<file path="config.mk">
export PLATFORM = sky130hd
export DESIGN_NAME = mem_port_arbiter
export DESIGN_NICKNAME = d
export VERILOG_FILES = /design/src/rtl/riscv_arb_pkg.sv /design/src/rtl/arb_timeout_cnt.sv /design/src/rtl/mem_port_arbiter.sv
export SDC_FILE = /design/constraint.sdc
export NUM_CORES = 1
export LEC_CHECK = 0
export ABC_CLOCK_PERIOD_IN_PS = 1600
export CORE_MARGIN = 2
export CORE_UTILIZATION = 27
export CTS_CLUSTER_SIZE = 40
export DETAILED_ROUTE_END_ITERATION = 10
export MAX_ROUTING_LAYER = met4
export PLACE_DENSITY = 0.58
export SETUP_SLACK_MARGIN = 0.4
export SLEW_MARGIN = 10
export SYNTH_ARGS = -nofsm -noshare
export SYNTH_HDL_FRONTEND = slang
export SYNTH_SLANG_ARGS = --single-unit
</file>
<file path="constraint.sdc">
create_clock -name clk -period 1.6 [get_ports clk]
set_input_delay 0.16 -clock clk [delete_from_list [all_inputs] [get_ports clk]]
set_output_delay 0.16 -clock clk [all_outputs]
set_load 0.005 [all_outputs]
</file>
<file path="src/rtl/riscv_arb_pkg.sv">
// Shared definitions for the instruction/data memory port arbiter.
// Holds the FSM encoding and the default tuning parameters.
package riscv_arb_pkg;

    typedef enum logic [1:0] {
        ST_IDLE    = 2'd0,
        ST_IF_XFER = 2'd1,
        ST_DM_XFER = 2'd2
    } arb_state_e;

    localparam int unsigned MAX_DM_BURST_DEF = 4;
    localparam int unsigned TIMEOUT_DEF      = 64;

    // Bits needed to hold values 0..n inclusive.
    function automatic int unsigned cnt_width(input int unsigned n);
        return (n < 2) ? 1 : $clog2(n + 1);
    endfunction

endpackage

</file>
<file path="src/rtl/arb_timeout_cnt.sv">
// Transfer watchdog: counts transfer cycles that pass without an ack.
// expired_o is high during the TIMEOUT-th such cycle.
module arb_timeout_cnt
    import riscv_arb_pkg::*;
#(
    parameter int unsigned TIMEOUT = TIMEOUT_DEF
) (
    input  logic clk,
    input  logic rset,
    input  logic clear_i,
    input  logic en_i,
    output logic expired_o
);

    localparam int unsigned W = cnt_width(TIMEOUT);

    logic [W-1:0] cnt_q;

    assign expired_o = (cnt_q == W'(TIMEOUT - 1));

    // Clear on grant, count waiting cycles, park once expired.
    always_ff @(posedge clk) begin
        if (rset) begin
            cnt_q <= '0;
        end else if (clear_i) begin
            cnt_q <= '0;
        end else if (en_i && !expired_o) begin
            cnt_q <= cnt_q + W'(1);
        end
    end

endmodule

</file>
<file path="src/rtl/mem_port_arbiter.sv">
// Arbitrates fetch and data-memory requests onto one memory port.
// Data is favoured, but fetch wins after a capped run of data grants.
module mem_port_arbiter
    import riscv_arb_pkg::*;
#(
    parameter int unsigned MAX_DM_BURST = MAX_DM_BURST_DEF,
    parameter int unsigned TIMEOUT      = TIMEOUT_DEF
) (
    input  logic        clk,
    input  logic        rset,
    input  logic        if_req,
    input  logic [31:0] if_addr,
    output logic        if_ack,
    output logic [31:0] if_rdata,
    input  logic        dm_req,
    input  logic        dm_we,
    input  logic [7:0]  dm_addr,
    input  logic [31:0] dm_wdata,
    output logic        dm_ack,
    output logic [31:0] dm_rdata,
    output logic        mem_req,
    output logic        mem_we,
    output logic [31:0] mem_addr,
    output logic [31:0] mem_wdata,
    input  logic [31:0] mem_rdata,
    input  logic        mem_ack,
    output logic        core_stall,
    output logic        err
);

    localparam int unsigned BW = cnt_width(MAX_DM_BURST);

    arb_state_e    state_q;
    logic [BW-1:0] burst_q;
    logic          if_ack_q;
    logic          dm_ack_q;
    logic [31:0]   if_rdata_q;
    logic [31:0]   dm_rdata_q;
    logic          mem_req_q;
    logic          mem_we_q;
    logic [31:0]   mem_addr_q;
    logic [31:0]   mem_wdata_q;
    logic          err_q;

    logic          burst_full;
    logic          grant_open;
    logic          grant_dm;
    logic          grant_if;
    logic          in_xfer;
    logic          tmo_exp;
    logic [31:0]   xfer_rdata_d;

    assign burst_full = (burst_q == BW'(MAX_DM_BURST));

    // A requester still holds its request during its ack cycle,
    // so no grant is made until the cycle after an ack.
    assign grant_open = (state_q == ST_IDLE) && !if_ack_q && !dm_ack_q;
    assign grant_dm   = grant_open && dm_req && !(if_req && burst_full);
    assign grant_if   = grant_open && if_req && !grant_dm;
    assign in_xfer    = (state_q != ST_IDLE);

    assign xfer_rdata_d = (mem_ack && !mem_we_q) ? mem_rdata : '0;

    arb_timeout_cnt #(
        .TIMEOUT (TIMEOUT)
    ) u_tmo (
        .clk       (clk),
        .rset      (rset),
        .clear_i   (grant_dm | grant_if),
        .en_i      (in_xfer & ~mem_ack),
        .expired_o (tmo_exp)
    );

    // Arbitration FSM with registered memory-side and requester outputs.
    always_ff @(posedge clk) begin
        if (rset) begin
            state_q     <= ST_IDLE;
            burst_q     <= '0;
            if_ack_q    <= 1'b0;
            dm_ack_q    <= 1'b0;
            if_rdata_q  <= '0;
            dm_rdata_q  <= '0;
            mem_req_q   <= 1'b0;
            mem_we_q    <= 1'b0;
            mem_addr_q  <= '0;
            mem_wdata_q <= '0;
            err_q       <= 1'b0;
        end else begin
            if_ack_q <= 1'b0;
            dm_ack_q <= 1'b0;
            unique case (state_q)
                ST_IDLE: begin
                    if (grant_dm) begin
                        state_q     <= ST_DM_XFER;
                        mem_req_q   <= 1'b1;
                        mem_we_q    <= dm_we;
                        mem_addr_q  <= {24'b0, dm_addr};
                        mem_wdata_q <= dm_wdata;
                        if (!burst_full) begin
                            burst_q <= burst_q + BW'(1);
                        end
                    end else if (grant_if) begin
                        state_q     <= ST_IF_XFER;
                        mem_req_q   <= 1'b1;
                        mem_we_q    <= 1'b0;
                        mem_addr_q  <= if_addr;
                        mem_wdata_q <= '0;
                        burst_q     <= '0;
                    end
                end
                ST_IF_XFER, ST_DM_XFER: begin
                    if (mem_ack || tmo_exp) begin
                        state_q   <= ST_IDLE;
                        mem_req_q <= 1'b0;
                        if (state_q == ST_IF_XFER) begin
                            if_ack_q   <= 1'b1;
                            if_rdata_q <= xfer_rdata_d;
                        end else begin
                            dm_ack_q   <= 1'b1;
                            dm_rdata_q <= xfer_rdata_d;
                        end
                        if (!mem_ack) begin
                            err_q <= 1'b1;
                        end
                    end
                end
                default: state_q <= ST_IDLE;
            endcase
        end
    end

    assign if_ack     = if_ack_q;
    assign dm_ack     = dm_ack_q;
    assign if_rdata   = if_rdata_q;
    assign dm_rdata   = dm_rdata_q;
    assign mem_req    = mem_req_q;
    assign mem_we     = mem_we_q;
    assign mem_addr   = mem_addr_q;
    assign mem_wdata  = mem_wdata_q;
    assign err        = err_q;
    assign core_stall = (if_req & ~if_ack_q) | (dm_req & ~dm_ack_q);

endmodule

</file>
# == Word-level counts from Yosys, hierarchy flattened ==
# Index checks and enable logic that the tools add are counted.
# Widths: inputs -> output; s select.
# word_totals
reg_bits,145
input_bits,110
out_inout_bits,134
wordCells,82
# op_classes
add_sub_neg,2
n_eq_ne,7
mux,20
bitwise,11
reduce_logical,30
# op_table
operator,n
$mux 32,5
$reduce_and 3->1,5
$logic_and 1x1->1,9
$mux 3,3
$add 7x1->7 const B,1
$eq 7x6->1 const B,1
$mux 1,7
$logic_not 1->1,6
$mux 2,3
$not 1->1,6
$reduce_bool 2->1,3
$ne 2x2->1 const B,2
$pmux 2 s2,1
$reduce_and 2->1,2
$reduce_or 2->1,2
$add 3x1->3 const B,1
$and 1x1->1,3
$eq 3x3->1 const B,1
$ne 3x3->1 const B,1
$reduce_or 3->1,1
$eq 2x1->1 const B,1
$eq 2x2->1 const B,1
$logic_not 2->1,1
$or 1x1->1,2
other kinds (2),2

# == Logic depth before layout (Yosys ltp) ==
# Gate-level depths: netlist of run 1.
# depth
word_depth,10
mapped_depth,7
mapped_depth_nobuf,6

# == Cells and area by module ==
# Synthesis of run 1 repeated with hierarchy kept, for this count alone.
# unflattened
hier_cells,597
hier_area_um2,5335.1
# by_module_without_submodules
mod,n_inst,cells_per_inst,area_each_um2,seq_area_each_um2
mem_port_arbiter,1,561,4993.5,2762.6
arb_timeout_cnt,1,36,341.6,140.1

# == Worst setup path before layout of run 1 ==
# OpenSTA, ideal clock, no wires.
# synth_timing
kind,register to register
start,register state_q[0]
end,register if_rdata_q[21] (netlist: if_rdata[21])
setup_ps,117
arrival_time_ps,1498
required_ps,1483
slack_ps,-15
path_stages_with_launch,8
n_path_buf,1
period_less_slack_ps,1615
path_cell_list,dfxtp_1 inv_1 ha_1 and2_1 a31oi_4 o21ba_4 buf_6 a32o_1
# synth_via
elab_chain_cells,3
elab_cells_between_ends,4
cone_classes,2 x eq/ne; 2 x reduce/logical
# synth_lines
item,line_no,source
start: declaration,mem_port_arbiter.sv:33,arb_state_e state_q;
start signal: assignment,mem_port_arbiter.sv:77,state_q <= ST_IDLE;
start signal: assignment,mem_port_arbiter.sv:94,state_q <= ST_DM_XFER;
start signal: assignment,mem_port_arbiter.sv:103,state_q <= ST_IF_XFER;
$eq 2x1->1 / $eq 2x2->1 (equally long branches),"mem_port_arbiter.sv:91, mem_port_arbiter.sv:115",
$reduce_or 2->1,mem_port_arbiter.sv:91,unique case (state_q)
$reduce_and 3->1 (no source line) *,--,
end signal: assignment,mem_port_arbiter.sv:117,if_rdata_q <= xfer_rdata_d;
end: declaration,mem_port_arbiter.sv:37,logic [31:0] if_rdata_q;
# Every way passes the cells marked *; elsewhere a longest branch is shown, timed or not.
# A chain may end at the register's enable or synchronous reset.

# == Final worst setup path of run 1 ==
# layout_timing
start,register u_tmo.cnt_q[5]
end,register dm_rdata_q[22] (netlist: dm_rdata[22])
# layout_via
elab_chain_cells,3
# layout_lines
item,line_no,source
start: declaration,arb_timeout_cnt.sv:17,logic [W-1:0] cnt_q;
start signal: assignment,arb_timeout_cnt.sv:28,cnt_q <= cnt_q + W'(1);
$eq 7x6->1,arb_timeout_cnt.sv:19,assign expired_o = (cnt_q == W'(TIMEOUT - 1));
$logic_or 1x1->1,mem_port_arbiter.sv:112,if (mem_ack || tmo_exp) begin
$reduce_and 3->1 (no source line),--,
end signal: assignment,mem_port_arbiter.sv:120,dm_rdata_q <= xfer_rdata_d;
end: declaration,mem_port_arbiter.sv:38,logic [31:0] dm_rdata_q;
# No other way between the ends.

==> results of run 1 <==
## flip-flops by register name, indices dropped and copies added, names as in the netlist
signal	cells
if_rdata	32
u_tmo.cnt_q	7
mem_addr	32
err	1
burst_q	3
state_q	2
mem_wdata	32
dm_ack	1
mem_req	1
mem_we	1
dm_rdata	32
if_ack	1
## per-layer routing
layer	GRT usage, %	wire length (um)	part of all wire (%)	vias up
met5	-	0	0	-
met2	29.5	8950	49	204
li1	-	-	-	2222
met4	6.11	297	1.6	0
met1	19.4	7360	41	2339
met3	7.00	1540	8.5	23
## worst max-delay path: stages, from the launching register on
cell	delay [ps]
dfxtp_1	430
and4_2	310
a31oi_4	120
o21ba_4	260
buf_12	170
a32o_1	210
## stage by stage
step                      TNS, ps  utilization, %
after floorplan                 0               -
after global placement      -5740            44.0
after detailed placement    -6430            44.0
after CTS                   -17.9            48.6
after global routing        -3680            50.4
final                        -198            50.4
## power breakdown
group,internal (mW),switching [mW]
clock network,2.24,1.62
logic,1.25,0.817
registers,3.84,0.125
total,7.34,2.57
## layout by cell type, fill, tap and decap left out, types with 15 or more instances in the layout
master and count:
a22o_1 59, dlygate4sd2_1 71, dfxtp_2 30, buf_6 15, buf_4 38, a32o_1 64, clkbuf_2 16, dfxtp_1 112
clkdlybuf4s15_1 43, clkdlybuf4s50_1 109, buf_12 16, clkbuf_16 22
## cell families after synthesis
group | Yosys count
multiplexers | 1
buffers and inverters | 44
flip-flops | 145
AO/OA/AOI/OAI | 158
AND/OR/NAND/NOR | 43
XOR/XNOR | 4
adder cells (fa/ha/maj) | 5
## cell type report
cell class | count | area (um^2) | area share, %
timing repair buffer | 326 | 3380 | 36.1
sequential | 145 | 2950 | 31.5
multi-input combinational | 211 | 2130 | 22.7
clock buffer | 19 | 453 | 4.83
tap | 234 | 293 | 3.13
clock inverter | 13 | 124 | 1.32
inverter | 10 | 40.0 | 0.427
## worst max-delay path by stage
stage | from | end | cells after the start
finish | u_tmo.cnt_q[5] | dm_rdata[22] | 5
floorplan | state_q[0] | if_rdata[21] | 7
CTS | state_q[1] | mem_addr[0] | 7
global route | state_q[1] | dm_rdata[25] | 7
detailed placement | dm_req | mem_wdata[10] | 6
global placement | dm_req | mem_wdata[1] | 6
## what timing repair did
action,4_1_cts,5_1_grt
gates cloned,7,6
resized for setup,197,118
pin swaps,11,19
setup buffers,13,10
hold buffers,0,0
endpoints found under the setup margin,278,213
==> run_results.csv, run 1 <==
group,metric,value,unit
yosys,postSynthCellCount,400,
placement,place_congestion,0.812,
placement,placed_cell_area,8180,um^2
placement,pre_cts_ws,-136,ps
die,fp-row-count,50,
critical_path,worstReg2RegStart,"u_tmo.cnt_q[5]",
yosys,synth_warnings,0,
yosys,synthAdderAreaFrac,1.23,%
flow_run,cap_violations,0,
timing,holdWs,334,ps
detailed_routing,drc,0,
detailed_routing,wire_per_inst,18.9,um
yosys,muxShareOfSynthArea,0.197,%
final_layout,nets,826,
die,dieArea,19900,um^2
critical_path,r2r_slack,-30,ps
critical_path,critical_path_arrival,1920,ps
clock_network,clock_path_buffers,2,
final_layout,antenna_cells,0,
detailed_routing,drt_wl_total,18.1,mm
yosys,synthSimpleGateAreaFrac,6.13,%
detailed_routing,firstDrtPassIters,4,
detailed_routing,vias_per_cell,5.00,
critical_path,r2r_cells,5,
grt,antenna_found_initial,0,
yosys,synth_compound_area_share,28.8,%
yosys,yosysMostFrequentCell,"dfxtp_1",
yosys,synth.yosys.seq_area_share,57.1,%
yosys,yosys_register_bits,145,
timing,tightest_slew,366,ps
status,violations,"negative setup slack",
timing,fmax,0.615,GHz
yosys,synth_edf_count,0,
timing,min_period,1630,ps
timing,fin_skew,8.67,ps
yosys,synth_top_family_by_area,"compound AO/OA/AOI/OAI gates",
worst_hold_path,min_to,"mem_addr[25]",
pwr,finalPower,9.90,mW
placement,io_buffers,243,
yosys,synth_ff_type,"dfxtp_1",
timing,slew_violations,0,
critical_path,cp_max_fo,21,
timing,slew_headroom,75.3,%
timing,setup_viol,19,
clock_network,htreeDepth,4,
worst_hold_path,worstHoldPathType,"in -> reg",
yosys,syn_area_per_cell,12.7,um^2
worst_hold_path,hold_start,"if_addr[25]",
timing,final-hold-violation-count,0,
die,initial_core_util,27.3,%
grt,grt_usage,17.8,%
timing,period_share,102,%
timing,rsz0062_at_grt,"yes",
grt,grt_overflow,0,
critical_path,worstPathRequired,1900,ps
yosys,synth_cell_types,51,
clock_network,cts_tree,"done",
placement,dpl.cell_count,890,
grt,grt_pass1_vias,5033,
pwr,ir_drop,1.07,mV
detailed_routing,dr.first_iter.drc_count,109,
die,core_area,18600,um^2
pwr,leakage,3.99,nW
die,ioPinCount,244,
worst_hold_path,holdPathStages,2,
clock_network,ctsRootBufferMaster,"clkbuf_16",
status,status,"complete, but fails checks",
final_layout,layout-drive-gt1-share,30.9,%
grt,grt_pass1_wl,26.9,mm
detailed_routing,route.vias.total,4788,
yosys,synth_area_leaders,"dfxtp_1 (57%), a32o_1 (13%), a22o_1 (10%)",
yosys,synth-xor-area-share,0.689,%
clock_network,path_clk_slew,70,ps
yosys,synth_nets,515,
clock_network,cts-buffers-inserted,17,
yosys,synth_top_area_share,57.1,%
yosys,synthArstFlopShare,0,%
yosys,yosysTopAreaCell,"dfxtp_1",
yosys,synth_common_cells,"dfxtp_1 (145), a32o_1 (64), a22o_1 (59), buf_6 (16), clkbuf_1 (12)",
critical_path,reg2reg_to,"dm_rdata[22]",
final_layout,syn2layout_area_growth,84.4,%
critical_path,end_kind,"flop",
die,die_h,141,um
critical_path,critPathKind,"reg -> reg",
clock_network,clkLatencyLatePin,410,ps
clock_network,cts.sinks,145,
final_layout,fill_cells,1641,
grt,grt_max_degree,35,
timing,layout_setup_ws,-25.2,ps
detailed_routing,final_antenna_net_count,0,
pwr,powerDensity,1060,nW/um^2
die,dieWidth,141,um
final_layout,design_area,9370,um^2
final_layout,layout.cells.non_filler,958,
placement,place_hpwl,11.5,mm
critical_path,critPathLaunchType,"flop",
yosys,syn_area,5080,um^2
(Power assumes the default switching activity.)
==> inputs of run 2 (changes only) <==
Settings changed: CTS_CLUSTER_SIZE 40 to 25.
==> results of run 2 <==
Same layout as run 1: the final DEF is identical, and so are final timing and power.
==> inputs of run 3 (changes only) <==
Settings changed: SETUP_SLACK_MARGIN 0.4 to 0.2.
==> run_results.csv, run 3 (same netlist as run 1, synthesis figures left out) <==
group,metric,value,unit
status,status,"complete, but fails checks",
status,violations,"negative setup slack",
timing,setup_viol,1,
grt,grt_usage,16.9,%
final_layout,nets,820,
critical_path,r2r_cells,7,
clock_network,hold_buffers,0,
timing,rsz0062_at_grt,"yes",
pwr,leakage,4.14,nW
grt,antenna_found_initial,0,
placement,dpl.cell_count,884,
timing,layout_setup_ws,-0.764,ps
detailed_routing,wire_per_inst,19.0,um
critical_path,slowest_stage,"dfxtp_2",
clock_network,cts-buffers-inserted,17,
critical_path,crit_chain,"inv_2, ha_4, nor3b_4, a21oi_4, buf_6, and2_4, a221o_1",
pwr,powerDensity,1080,nW/um^2
critical_path,cp_max_fo,6,
worst_hold_path,min_to,"burst_q[0]",
die,core_area,18600,um^2
critical_path,crit_buf_inv,2,
critical_path,critPathKind,"reg -> reg",
flow_run,cap_violations,0,
die,die_h,141,um
placement,io_buffers,243,
detailed_routing,vias_per_cell,4.95,
timing,final-hold-violation-count,0,
grt,grt_max_degree,36,
detailed_routing,drc,0,
critical_path,reg2reg_to,"mem_addr[3]",
timing,fmax,0.625,GHz
final_layout,multiInputGateArea,2110,um^2
timing,period_share,100,%
final_layout,utilization,49.5,%
placement,place_hpwl,11.6,mm
final_layout,ff_latch_area,2930,um^2
final_layout,fill_cells,1661,
final_layout,antenna_cells,0,
critical_path,worstPathRequired,1900,ps
detailed_routing,route.vias.total,4705,
detailed_routing,firstDrtPassIters,4,
clock_network,cts_tree,"done",
die,ioPinCount,244,
clock_network,ctsRootBufferMaster,"clkbuf_16",
timing,min_period,1600,ps
worst_hold_path,worstHoldPathType,"in -> reg",
critical_path,critPathLaunchType,"flop",
worst_hold_path,hold_start,"if_req",
final_layout,layout-drive-gt1-share,24.5,%
placement,place_congestion,0.806,
die,initial_core_util,27.3,%
critical_path,critical_path_arrival,1900,ps
detailed_routing,final_antenna_net_count,0,
critical_path,end_kind,"flop",
die,dieArea,19900,um^2
grt,grt_overflow,0,
timing,tightest_slew,311,ps
clock_network,path_clk_slew,60,ps
grt,grt_pass1_vias,4782,
timing,fin_skew,10.6,ps
die,fp-row-count,50,
timing,slew_headroom,79.1,%
clock_network,htreeDepth,4,
final_layout,syn2layout_area_growth,81.1,%
detailed_routing,drt_wl_total,18.1,mm
critical_path,crit_family,"compound AO/OA/AOI/OAI gates",
final_layout,layout.cells.non_filler,951,
detailed_routing,dr.first_iter.drc_count,181,
clock_network,cts.sinks,145,
final_layout,layout_common_cells,"dlygate4sd2_1 (131), dfxtp_1 (126), clkdlybuf4s50_1 (107)",
grt,grt_pass1_wl,25.7,mm
die,dieWidth,141,um
final_layout,layout_commonest_cell,"dlygate4sd2_1",
clock_network,clock_path_buffers,2,
timing,slew_violations,0,
critical_path,cpPeakStageDelay,330,ps
pwr,ir_drop,0.792,mV
worst_hold_path,holdPathStages,4,
critical_path,worstReg2RegStart,"state_q[0]",
clock_network,clkLatencyLatePin,410,ps
critical_path,r2r_slack,-0.8,ps
-- run 3: repair_timing --
item                                    in CTS  in global routing
cloned                                       2                  8
pin swaps                                   14                 20
endpoints found under the setup margin     270                146
setup buffers                               13                 13
gates resized for setup                    169                 53
-- run 3: worst min-delay path, stage by stage --
cell	delay, ps
dlymetal6s2s_1	230
o21ai_4	90
nand2_1	50
a21oi_1	50
-- run 3: report_power, final --
part           switching (mW)  leakage, nW  internal, mW
Combinational           0.799         2.67          1.22
Sequential              0.122         1.19          3.84
Clock                    1.64        0.280          2.32
Total                    2.56         4.14          7.38
-- run 3: worst max-delay path by stage --
stage / from / to / slack [ps] / cells past startpoint
2_1_floorplan: state_q[0] / if_rdata[21] / 90 / 7
3_3_place_gp: state_q[0] / dm_rdata[28] / -140 / 5
3_5_place_dp: dm_req / mem_addr[0] / -160 / 6
4_1_cts: state_q[1] / mem_addr[3] / 10 / 7
5_1_grt: state_q[0] / mem_addr[2] / -70 / 7
6_report: state_q[0] / mem_addr[3] / -0.8 / 7
-- run 3: final cells by class --
class | instances | area share [%]
clock inverter | 13 | 1.66
inverter | 10 | 0.408
tap | 234 | 3.18
clock buffer | 18 | 4.66
timing repair buffer | 320 | 35.3
sequential | 145 | 31.9
multi-input combinational | 211 | 22.9
-- run 3: through the flow --
stage / TNS [ps] / power, mW / area (um^2) / setup slack (ps) / hold WS [ps]
4_1_cts: 0 / 9.77 / 8760 / 9.59 / 246
2_1_floorplan: 0 / 4.70 / 5150 / 89.9 / 285
3_3_place_gp: -10970 / 5.69 / 8100 / -142 / 448
5_1_grt: -4240 / 10.3 / 9200 / -68.3 / 251
3_5_place_dp: -12000 / 5.72 / 8100 / -165 / 453
6_report: -0.764 / 9.94 / 9200 / -0.764 / 222
-- run 3: layer usage --
metal | global-route usage [%] | vias up | share of wire (%)
met5 | - | - | 0
met4 | 4.05 | 0 | 0.95
met3 | 6.96 | 14 | 9.2
met2 | 28.6 | 188 | 50
met1 | 18.4 | 2295 | 40
li1 | - | 2208 | -
